[src/rtl/i8254_bus_master_pkg.sv]
// ---------------------------------------------------------------------------
// i8254_bus_master_pkg
// Shared definitions for the 8254 host-side bus initiator:
//   - bus-sequencer state encodings
//   - {A1,A0} register address constants
//   - phase-length limit and the illegal-request check
// No ports (package).
// ---------------------------------------------------------------------------
package i8254_bus_master_pkg;

  // Bus sequencer states
  localparam logic [2:0] ST_IDLE    = 3'd0;
  localparam logic [2:0] ST_SETUP   = 3'd1;
  localparam logic [2:0] ST_STROBE  = 3'd2;
  localparam logic [2:0] ST_HOLD    = 3'd3;
  localparam logic [2:0] ST_RECOVER = 3'd4;

  // {A1,A0}: 0..2 select counters 0..2, 3 selects the control word
  localparam logic [1:0] ADDR_CNT0 = 2'd0;
  localparam logic [1:0] ADDR_CTRL = 2'd3;

  // Phase counter is 4 bits wide, so no phase may last longer than this
  localparam int PHASE_MAX = 15;

  // The control word is write-only and exactly one byte wide
  function automatic logic is_illegal(input logic write, input logic [1:0] addr,
                                      input logic len16);
    return (addr == ADDR_CTRL) && (!write || len16);
  endfunction

endpackage

[src/rtl/i8254_phase_timer.sv]
// ---------------------------------------------------------------------------
// i8254_phase_timer
// Down-counter that times one bus phase. The sequencer pulses 'start' with
// N-1 on the edge that enters a phase; 'done' is high during the last cycle
// of that phase (count has reached zero).
// Ports:
//   clk       in   clock, rising edge
//   rst_n     in   async active-low reset
//   start     in   load load_val on this edge
//   load_val  in   4-bit phase length minus one
//   done      out  current phase is in its final cycle
// ---------------------------------------------------------------------------
module i8254_phase_timer (
  input  logic       clk,
  input  logic       rst_n,
  input  logic       start,
  input  logic [3:0] load_val,
  output logic       done
);

  logic [3:0] count;

  // Counts down to zero and parks there; a new load always wins
  always_ff @(posedge clk or negedge rst_n) begin
    if (!rst_n) begin
      count <= 4'd0;
    end else if (start) begin
      count <= load_val;
    end else if (count != 4'd0) begin
      count <= count - 4'd1;
    end
  end

  assign done = (count == 4'd0);

endmodule

[src/rtl/i8254_bus_master.sv]
// ---------------------------------------------------------------------------
// i8254_bus_master
// Host-side bus initiator for the 8254 timer. Turns a valid/ready request into
// a CPU-style read or write cycle (CS_n, A1:A0, RD_n, WR_n, D[7:0]) with
// programmable setup / strobe / hold / recovery lengths. A 16-bit access is
// two byte cycles, LSB then MSB, matching the 8254 RW=11 access mode.
// Ports:
//   clk, rst_n            clock (rising edge), async active-low reset
//   req_valid/req_ready   request handshake, accepted when both high at clk
//   req_write             1 = write, 0 = read
//   req_addr              {A1,A0}
//   req_len16             1 = two byte cycles (LSB then MSB)
//   req_wdata             write data ([7:0] only for 8-bit access)
//   resp_valid            one-cycle completion pulse
//   resp_rdata            read data ([15:8] = 0 for 8-bit access)
//   resp_err              illegal request flag, valid with resp_valid
//   cs_n, rd_n, wr_n      active-low bus strobes
//   a                     {A1,A0} to the chip
//   d_out, d_oe           write data and its drive enable
//   d_in                  read data from the chip
// ---------------------------------------------------------------------------
module i8254_bus_master
  import i8254_bus_master_pkg::*;
#(
  parameter int SETUP_CYC  = 1,
  parameter int STROBE_CYC = 2,
  parameter int HOLD_CYC   = 1,
  parameter int RECOV_CYC  = 2
) (
  input  logic        clk,
  input  logic        rst_n,
  input  logic        req_valid,
  output logic        req_ready,
  input  logic        req_write,
  input  logic [1:0]  req_addr,
  input  logic        req_len16,
  input  logic [15:0] req_wdata,
  output logic        resp_valid,
  output logic [15:0] resp_rdata,
  output logic        resp_err,
  output logic        cs_n,
  output logic        rd_n,
  output logic        wr_n,
  output logic [1:0]  a,
  output logic [7:0]  d_out,
  output logic        d_oe,
  input  logic [7:0]  d_in
);

  // Phase lengths must fit the 4-bit phase counter and be at least one cycle
  generate
    if (SETUP_CYC < 1 || SETUP_CYC > PHASE_MAX ||
        STROBE_CYC < 1 || STROBE_CYC > PHASE_MAX ||
        HOLD_CYC < 1 || HOLD_CYC > PHASE_MAX ||
        RECOV_CYC < 1 || RECOV_CYC > PHASE_MAX) begin : g_bad_param
      $error("i8254_bus_master: phase lengths must be in 1..15");
    end
  endgenerate

  localparam logic [3:0] SETUP_LD  = 4'(SETUP_CYC - 1);
  localparam logic [3:0] STROBE_LD = 4'(STROBE_CYC - 1);
  localparam logic [3:0] HOLD_LD   = 4'(HOLD_CYC - 1);
  localparam logic [3:0] RECOV_LD  = 4'(RECOV_CYC - 1);

  logic [2:0]  state;
  logic [2:0]  next_state;
  logic        timer_start;
  logic [3:0]  timer_load;
  logic        timer_done;

  logic        accept;
  logic        illegal_req;
  logic        more_bytes;
  logic        last_byte_done;
  logic        bus_active;

  logic        write_q;
  logic [1:0]  addr_q;
  logic        len16_q;
  logic [15:0] wdata_q;
  logic        byte_sel;

  i8254_phase_timer u_phase_timer (
    .clk      (clk),
    .rst_n    (rst_n),
    .start    (timer_start),
    .load_val (timer_load),
    .done     (timer_done)
  );

  assign req_ready   = (state == ST_IDLE);
  assign accept      = req_valid && req_ready;
  assign illegal_req = is_illegal(req_write, req_addr, req_len16);

  // A 16-bit access still owes its MSB byte while byte_sel is 0
  assign more_bytes     = len16_q && !byte_sel;
  assign last_byte_done = (state == ST_RECOVER) && timer_done && !more_bytes;

  // Phase sequencing: every phase transition also reloads the timer with the
  // length of the phase being entered. Illegal requests never leave IDLE.
  always_comb begin
    next_state  = state;
    timer_start = 1'b0;
    timer_load  = SETUP_LD;
    case (state)
      ST_IDLE: begin
        if (accept && !illegal_req) begin
          next_state  = ST_SETUP;
          timer_start = 1'b1;
          timer_load  = SETUP_LD;
        end
      end
      ST_SETUP: begin
        if (timer_done) begin
          next_state  = ST_STROBE;
          timer_start = 1'b1;
          timer_load  = STROBE_LD;
        end
      end
      ST_STROBE: begin
        if (timer_done) begin
          next_state  = ST_HOLD;
          timer_start = 1'b1;
          timer_load  = HOLD_LD;
        end
      end
      ST_HOLD: begin
        if (timer_done) begin
          next_state  = ST_RECOVER;
          timer_start = 1'b1;
          timer_load  = RECOV_LD;
        end
      end
      ST_RECOVER: begin
        if (timer_done) begin
          if (more_bytes) begin
            next_state  = ST_SETUP;
            timer_start = 1'b1;
            timer_load  = SETUP_LD;
          end else begin
            next_state = ST_IDLE;
          end
        end
      end
      default: next_state = ST_IDLE;
    endcase
  end

  always_ff @(posedge clk or negedge rst_n) begin
    if (!rst_n) begin
      state <= ST_IDLE;
    end else begin
      state <= next_state;
    end
  end

  // Request capture. Illegal requests are not latched so the address lines
  // keep their previous value and the bus stays completely quiet.
  always_ff @(posedge clk or negedge rst_n) begin
    if (!rst_n) begin
      write_q  <= 1'b0;
      addr_q   <= ADDR_CNT0;
      len16_q  <= 1'b0;
      wdata_q  <= 16'h0000;
      byte_sel <= 1'b0;
    end else if (accept && !illegal_req) begin
      write_q  <= req_write;
      addr_q   <= req_addr;
      len16_q  <= req_len16;
      wdata_q  <= req_wdata;
      byte_sel <= 1'b0;
    end else if ((state == ST_RECOVER) && timer_done && more_bytes) begin
      byte_sel <= 1'b1;
    end
  end

  // Response path. Read data is captured on the last strobe cycle, while the
  // chip is still driving the bus. resp_rdata/resp_err are cleared or set at
  // accept and otherwise hold, so they stay readable until the next request.
  always_ff @(posedge clk or negedge rst_n) begin
    if (!rst_n) begin
      resp_valid <= 1'b0;
      resp_rdata <= 16'h0000;
      resp_err   <= 1'b0;
    end else begin
      resp_valid <= last_byte_done;
      if (accept) begin
        resp_rdata <= 16'h0000;
        resp_err   <= illegal_req;
        resp_valid <= illegal_req;
      end else if ((state == ST_STROBE) && timer_done && !write_q) begin
        if (byte_sel) begin
          resp_rdata[15:8] <= d_in;
        end else begin
          resp_rdata[7:0] <= d_in;
        end
      end
    end
  end

  // Bus pins are decoded straight from registered state so that the async
  // reset releases every strobe in the same instant it is asserted.
  assign bus_active = (state == ST_SETUP) || (state == ST_STROBE) || (state == ST_HOLD);

  assign cs_n  = !bus_active;
  assign wr_n  = !((state == ST_STROBE) && write_q);
  assign rd_n  = !((state == ST_STROBE) && !write_q);
  assign a     = addr_q;
  assign d_oe  = bus_active && write_q;
  assign d_out = d_oe ? (byte_sel ? wdata_q[15:8] : wdata_q[7:0]) : 8'h00;

endmodule

[config.mk]
export PLATFORM = sky130hd
export DESIGN_NAME = i8254_bus_master
export DESIGN_NICKNAME = d
export VERILOG_FILES = /design/src/rtl/i8254_bus_master_pkg.sv /design/src/rtl/i8254_phase_timer.sv /design/src/rtl/i8254_bus_master.sv
export SDC_FILE = /design/constraint.sdc
export NUM_CORES = 1
export LEC_CHECK = 0
export ABC_AREA = 1
export BUFFER_PORTS_ARGS = -buffer_cell sky130_fd_sc_hd__buf_4
export CORE_ASPECT_RATIO = 0.5
export CORE_MARGIN = 8
export CORE_UTILIZATION = 46
export DETAILED_ROUTE_END_ITERATION = 16
export PLACE_DENSITY = 0.85
export SLEW_MARGIN = 20
export SYNTH_ARGS = -nofsm -noshare
export SYNTH_HDL_FRONTEND = slang
export SYNTH_SLANG_ARGS = --single-unit
[constraint.sdc]
create_clock -name clk -period 1.3 [get_ports clk]
set_clock_uncertainty 0.05 [all_clocks]
set_input_delay 0.065 -clock clk [delete_from_list [all_inputs] [get_ports clk]]
set_output_delay 0.065 -clock clk [all_outputs]
set_load 0.1 [all_outputs]
-- Word level (Yosys, flattened, before mapping)
Cells that the tools add are included.
- output and inout port bits: 33
- input bits: 31
- logic and storage cells: 83
- register bits after elaboration: 46
- add/sub/neg operators: 1
- equal/unequal tests: 11
- multiplexer cells: 25
- reduce and logical (&&, ||, !) cells: 35
- operators with widths (operator ; count):
    $mux W16 ; 2
    $mux W8 ; 4
    $mux W3 ; 5
    $pmux W3 S5 ; 1
    $logic_and A1 B1 Y1 ; 12
    $mux W1 ; 10
    $ne A2 B2 Y1 const B ; 5
    $logic_not A1 Y1 ; 8
    $mux W4 ; 2
    $reduce_bool A2 Y1 ; 4
    $eq A3 B2 Y1 const B ; 2
    $reduce_and A5 Y1 ; 1
    $logic_not A4 Y1 ; 1
    $reduce_and A2 Y1 ; 2
    $reduce_bool A4 Y1 ; 1
    $sub A4 B1 Y4 const B ; 1
    $eq A3 B1 Y1 const B ; 1
    $eq A3 B3 Y1 const B ; 1
    $logic_not A3 Y1 ; 1
    $logic_or A1 B1 Y1 ; 3
    $pmux W1 S3 ; 1
    $reduce_or A3 Y1 ; 1
    $eq A2 B2 Y1 const B ; 1
    $ne A2 B1 Y1 const B ; 1
    $reduce_or A2 Y1 ; 1

-- Longest topological paths before layout
- depth after elaboration: 8
- depth in mapped cells: 9

-- Modules after synthesis
Synthesis repeated with hierarchy kept, for this count alone.
- cells, all modules: 291
- area, all modules: 2208.4 um^2
- modules (own cells, without submodules) (module ; area an instance (um^2) ; instances ; sequential area each (um^2) ; cells an instance):
    i8254_bus_master ; 1965.6 ; 1 ; 1051.0 ; 257
    i8254_phase_timer ; 242.7 ; 1 ; 100.1 ; 34

-- Worst setup path before layout
OpenSTA, ideal clock, no wires.
- kind: register to output
- start point: register state[2]
- end point: output d_out[0]
- data arrival time: 4252 ps
- stages on the path, launching flop included: 6
- data required time: 1185 ps
- setup slack: -3067 ps
- path through: dfrtp_1 -> inv_1 -> nand2_2 -> nor2_1 -> inv_1 -> a21oi_1
- longest elaborated chain between the ends: 5
- RTL lines (item ; RTL line ; RTL):
    start, declared ; i8254_bus_master.sv:65 ; logic [2:0] state;
    start signal, assigned ; i8254_bus_master.sv:153 ; state <= next_state;
    $eq A3 B1 Y1 / $eq A3 B2 Y1 (equally long branches) ; i8254_bus_master.sv:203 ; assign bus_active = (state == ST_SETUP) || (state == ST_STROBE) || (state == ST_HOLD);
    $logic_or A1 B1 Y1 ; i8254_bus_master.sv:203 ;
    $logic_or A1 B1 Y1 (*) ; i8254_bus_master.sv:203 ;
    $logic_and A1 B1 Y1 (*) ; i8254_bus_master.sv:209 ; assign d_oe = bus_active && write_q;
    named net d_oe ; i8254_bus_master.sv:46 ; output logic d_oe,
    $mux W8 (*) ; i8254_bus_master.sv:210 ; assign d_out = d_oe ? (byte_sel ? wdata_q[15:8] : wdata_q[7:0]) : 8'h00;
    end, declared ; i8254_bus_master.sv:45 ; output logic [7:0] d_out,
The timed path passes the listed nets; every way through them passes the cells marked *.

-- Final worst setup path
- start point: register state[0]
- end point: register u_phase_timer.count[1]
- longest elaborated chain between the ends: 6
- RTL lines (item ; RTL line ; RTL):
    $logic_not A3 Y1 ; i8254_bus_master.sv:91, i8254_bus_master.sv:105 ;
    $logic_and A1 B1 Y1 ; i8254_bus_master.sv:92 ; assign accept = req_valid && req_ready;
    $logic_and A1 B1 Y1 ; i8254_bus_master.sv:107 ; if (accept && !illegal_req) begin
    $mux W1 ; i8254_bus_master.sv:107 ;
    $pmux W1 S3 (*) ; i8254_bus_master.sv:105 ; case (state)
    $mux W4 / $reduce_bool A2 Y1 (equally long branches) ; -- ;
    end signal, assigned ; i8254_phase_timer.sv:28 ; count <= load_val;
    end signal, assigned ; i8254_phase_timer.sv:30 ; count <= count - 4'd1;
    end, declared ; i8254_phase_timer.sv:21 ; logic [3:0] count;
Mark *: on every way between the ends. The rest lies on a longest branch, timed or not.
A chain may end at the register's enable or synchronous reset.

==> reports/qor.yml <==
grt_pass1_vias: 2761
period_needed_ns: 1.91
via_count: 2901
worstSetupEndpointType: "flop"
worstSetupPathType: "reg -> reg"
grt.met1_usage_pct: 31.0
grt.met3_usage_pct: 6.93
vias_per_cell: 6.33
io_buffers: 63
clock-sinks: 46
cts_max_level: 2
clk-insertion-delay-late_ns: 0.33
ir_drop_uv: 1910
seqPwrFrac_pct: 19.6
ant_nets: 0
final_core_util_pct: 96.9
finalMaxSlewViolations: 0
ios: 64
worst_slew_pin_slew_ns: 0.608
maxCapViolCount: 0
layout_commonest_cell: "buf_4"
synth_top_area_share_pct: 54.0
clock_path_buffers: 2
hp-class: "in -> reg"
fin_crit_sh_pct: 147
slowest_stage: "dfrtp_1"
clk_pin_slew_worst_paths_ns: 0.11
dr.pass1.iters: 6
grt_start_max_net_pins: 47
wl_mm: 12.6
synth_seq_area_share_pct: 54.0
cts-root-buf: "clkbuf_8"
die_y_um: 64.1
power.share.clock_pct: 9.0
drive_gt1_share_pct: 57.1
dieArea_mm2: 0.00720
worst_slack_ns: -0.607
setup_viol: 59
die_w_um: 112
rows: 17
hold_violations: 0
timing.fmax_mhz: 524
dp_hpwl_mm: 4.48
critical-path-max-stage-delay_ns: 0.44
synth_area_mm2: 0.00213
crit_buf_inv: 2
final_cell_mix: "buf_4 (85), nand2_1 (58), dfrtp_1 (45)"
first_iter_violations: 318
ys_types: 22
avgSynthCellArea_um2: 8.39
busiest_layer: "met2"
synthTopCellsByArea: "dfrtp_1 (54%), nand2_1 (17%), nand3_1 (4.9%)"
area_growth_pct: 101
grt_util_all_layers_pct: 26.9
grt-ovfl-total: 0
final_area_mm2: 0.00429
initial_utilization_pct: 48.2
ys_seq_elements: 46
grt_first_pass_wirelength_mm: 15.1
fill_cells: 71
place_congestion: 0.959
netSwitchingPower_mw: 7.06
fin_nets: 433
syn_nets: 287
cp-start-kind: "flop"
yosysWarnings: 0
diodes: 0
antenna_found_initial: 0
p_leak_nw: 2.03
cp_top_family: "simple AND/OR/NAND/NOR gates"
max_slew_margin_pct: 59.5
p_comb_share_pct: 71.4
violations: "negative setup slack"
finalPower_mw: 12.7
postPlaceCellArea_mm2: 0.00311
yosysTopAreaCell: "dfrtp_1"
cts_buffers: 5
switching_share_pct: 55.6
drc: 0
cts_tree: "built"
intPower_mw: 5.64
wire_per_inst_um: 27.5
met2_usage_pct: 46.5
power_density_mw_per_mm2: 2960
core_mm2: 0.00442
crit_chain: "buf_4 -> buf_6 -> nor2_4 -> nand2_4 -> nor2_4 -> nand2_8 -> nand2_4 -> nor2_2 -> nand2_1 -> nand2_1"
outcome: "finished with violations"
cp.arrival_ns: 2.06
grt_setup_unrepaired: "yes"
tns_ns: -30.98
worstPathRequired_ns: 1.46
critPathMaxFanout: 8
synthCells: 254
## cells in the mapped netlist (all sizes together)
library cell / number
a21oi: 9
nand3b: 1
clkinv: 1
nand3: 21
xnor2: 2
ha: 2
nor3: 5
buf: 9
o21a: 1
a22o: 1
nor2: 14
dfrtp: 46
inv: 16
nand2: 103
o21ai: 23
## layout make-up
type | instances | area (µm²) | area share (%)
repair buffers | 146 | 1480 | 34.4
multi-input cells | 184 | 1380 | 32.2
flip-flops and latches | 46 | 1150 | 26.9
inverters | 17 | 96.3 | 2.25
clock buffers | 6 | 72.6 | 1.69
well taps | 57 | 71.3 | 1.66
clock inverters | 2 | 37.5 | 0.875
## timing repair
item                                    4_1_cts  5_1_grt
endpoints found under the hold margin        81        0
hold buffers                                 28        0
pin swaps                                    16       23
gates resized for setup                      88       59
setup buffers                                16       10
cloned                                        3        0
endpoints found under the setup margin       59       59
## per-layer routing
metal  up-vias  share of wire [%]
met5         -                  0
met4         0                8.9
met3       130                 12
met2       305                 45
met1      1357                 34
li1       1109                  -
## kinds of logic after synthesis
group | count (synthesis) | synth area share [%]
AND/OR/NAND/NOR | 144 | 28.6
flip-flops | 46 | 54.0
AO/OA/AOI/OAI | 34 | 8.81
buffers and inverters | 26 | 6.58
XOR/XNOR | 2 | 0.822
adder cells (fa/ha/maj) | 2 | 1.17
## flip-flops by register name, summed over array words and instances, names as in the netlist
signal / count
u_phase_timer.count: 4
a: 2
resp_valid: 1
len16_q: 1
resp_rdata: 16
byte_sel: 1
wdata_q: 16
resp_err: 1
write_q: 1
state: 3
## worst paths after layout
kind                       cells after the start                                  to                  from  slack, ns
setup / recovery                              10  u_phase_timer.count[1]$_DFFE_PN0P_  state[0]$_DFFE_PN0P_      -0.61
hold / removal                                 3                 len16_q$_DFFE_PN0P_             req_len16       0.02
setup reg to reg                              10  u_phase_timer.count[1]$_DFFE_PN0P_  state[0]$_DFFE_PN0P_      -0.61
hold reg to reg                                2                    a[1]$_DFFE_PN0P_      a[1]$_DFFE_PN0P_       0.46
max in group asynchronous                      2                state[1]$_DFFE_PN0P_                 rst_n       0.43
min in group asynchronous                      2              wdata_q[9]$_DFFE_PN0P_                 rst_n       0.28
## power by group through the flow
stage               registers [mW]  clock network (mW)  logic [mW]
floorplan                     3.54                   0        3.26
global placement              2.29                   0        6.07
detailed placement            2.34                   0        6.21
CTS                           2.29                1.09        7.60
global route                  2.48                1.18        9.36
finish                        2.48                1.15        9.07
## worst min-delay path, cell delays in order
cell	delay, ns
buf_4	0.11
inv_1	0.09
o21ai_2	0.08
## metrics by stage
| step | hold WS, ns | setup WS, ns | std cells |
|---|---|---|---|
| 4_1_cts | 0.00382 | -0.402 | 452 |
| 6_report | 0.0163 | -0.607 | 458 |
| 5_1_grt | 0.0291 | -1.43 | 458 |
| 3_3_place_gp | 0.0473 | -0.237 | 398 |
| 3_5_place_dp | 0.0578 | -0.297 | 398 |
| 2_1_floorplan | -0.281 | -1.27 | 254 |
Power figures use the tool's default switching activity.
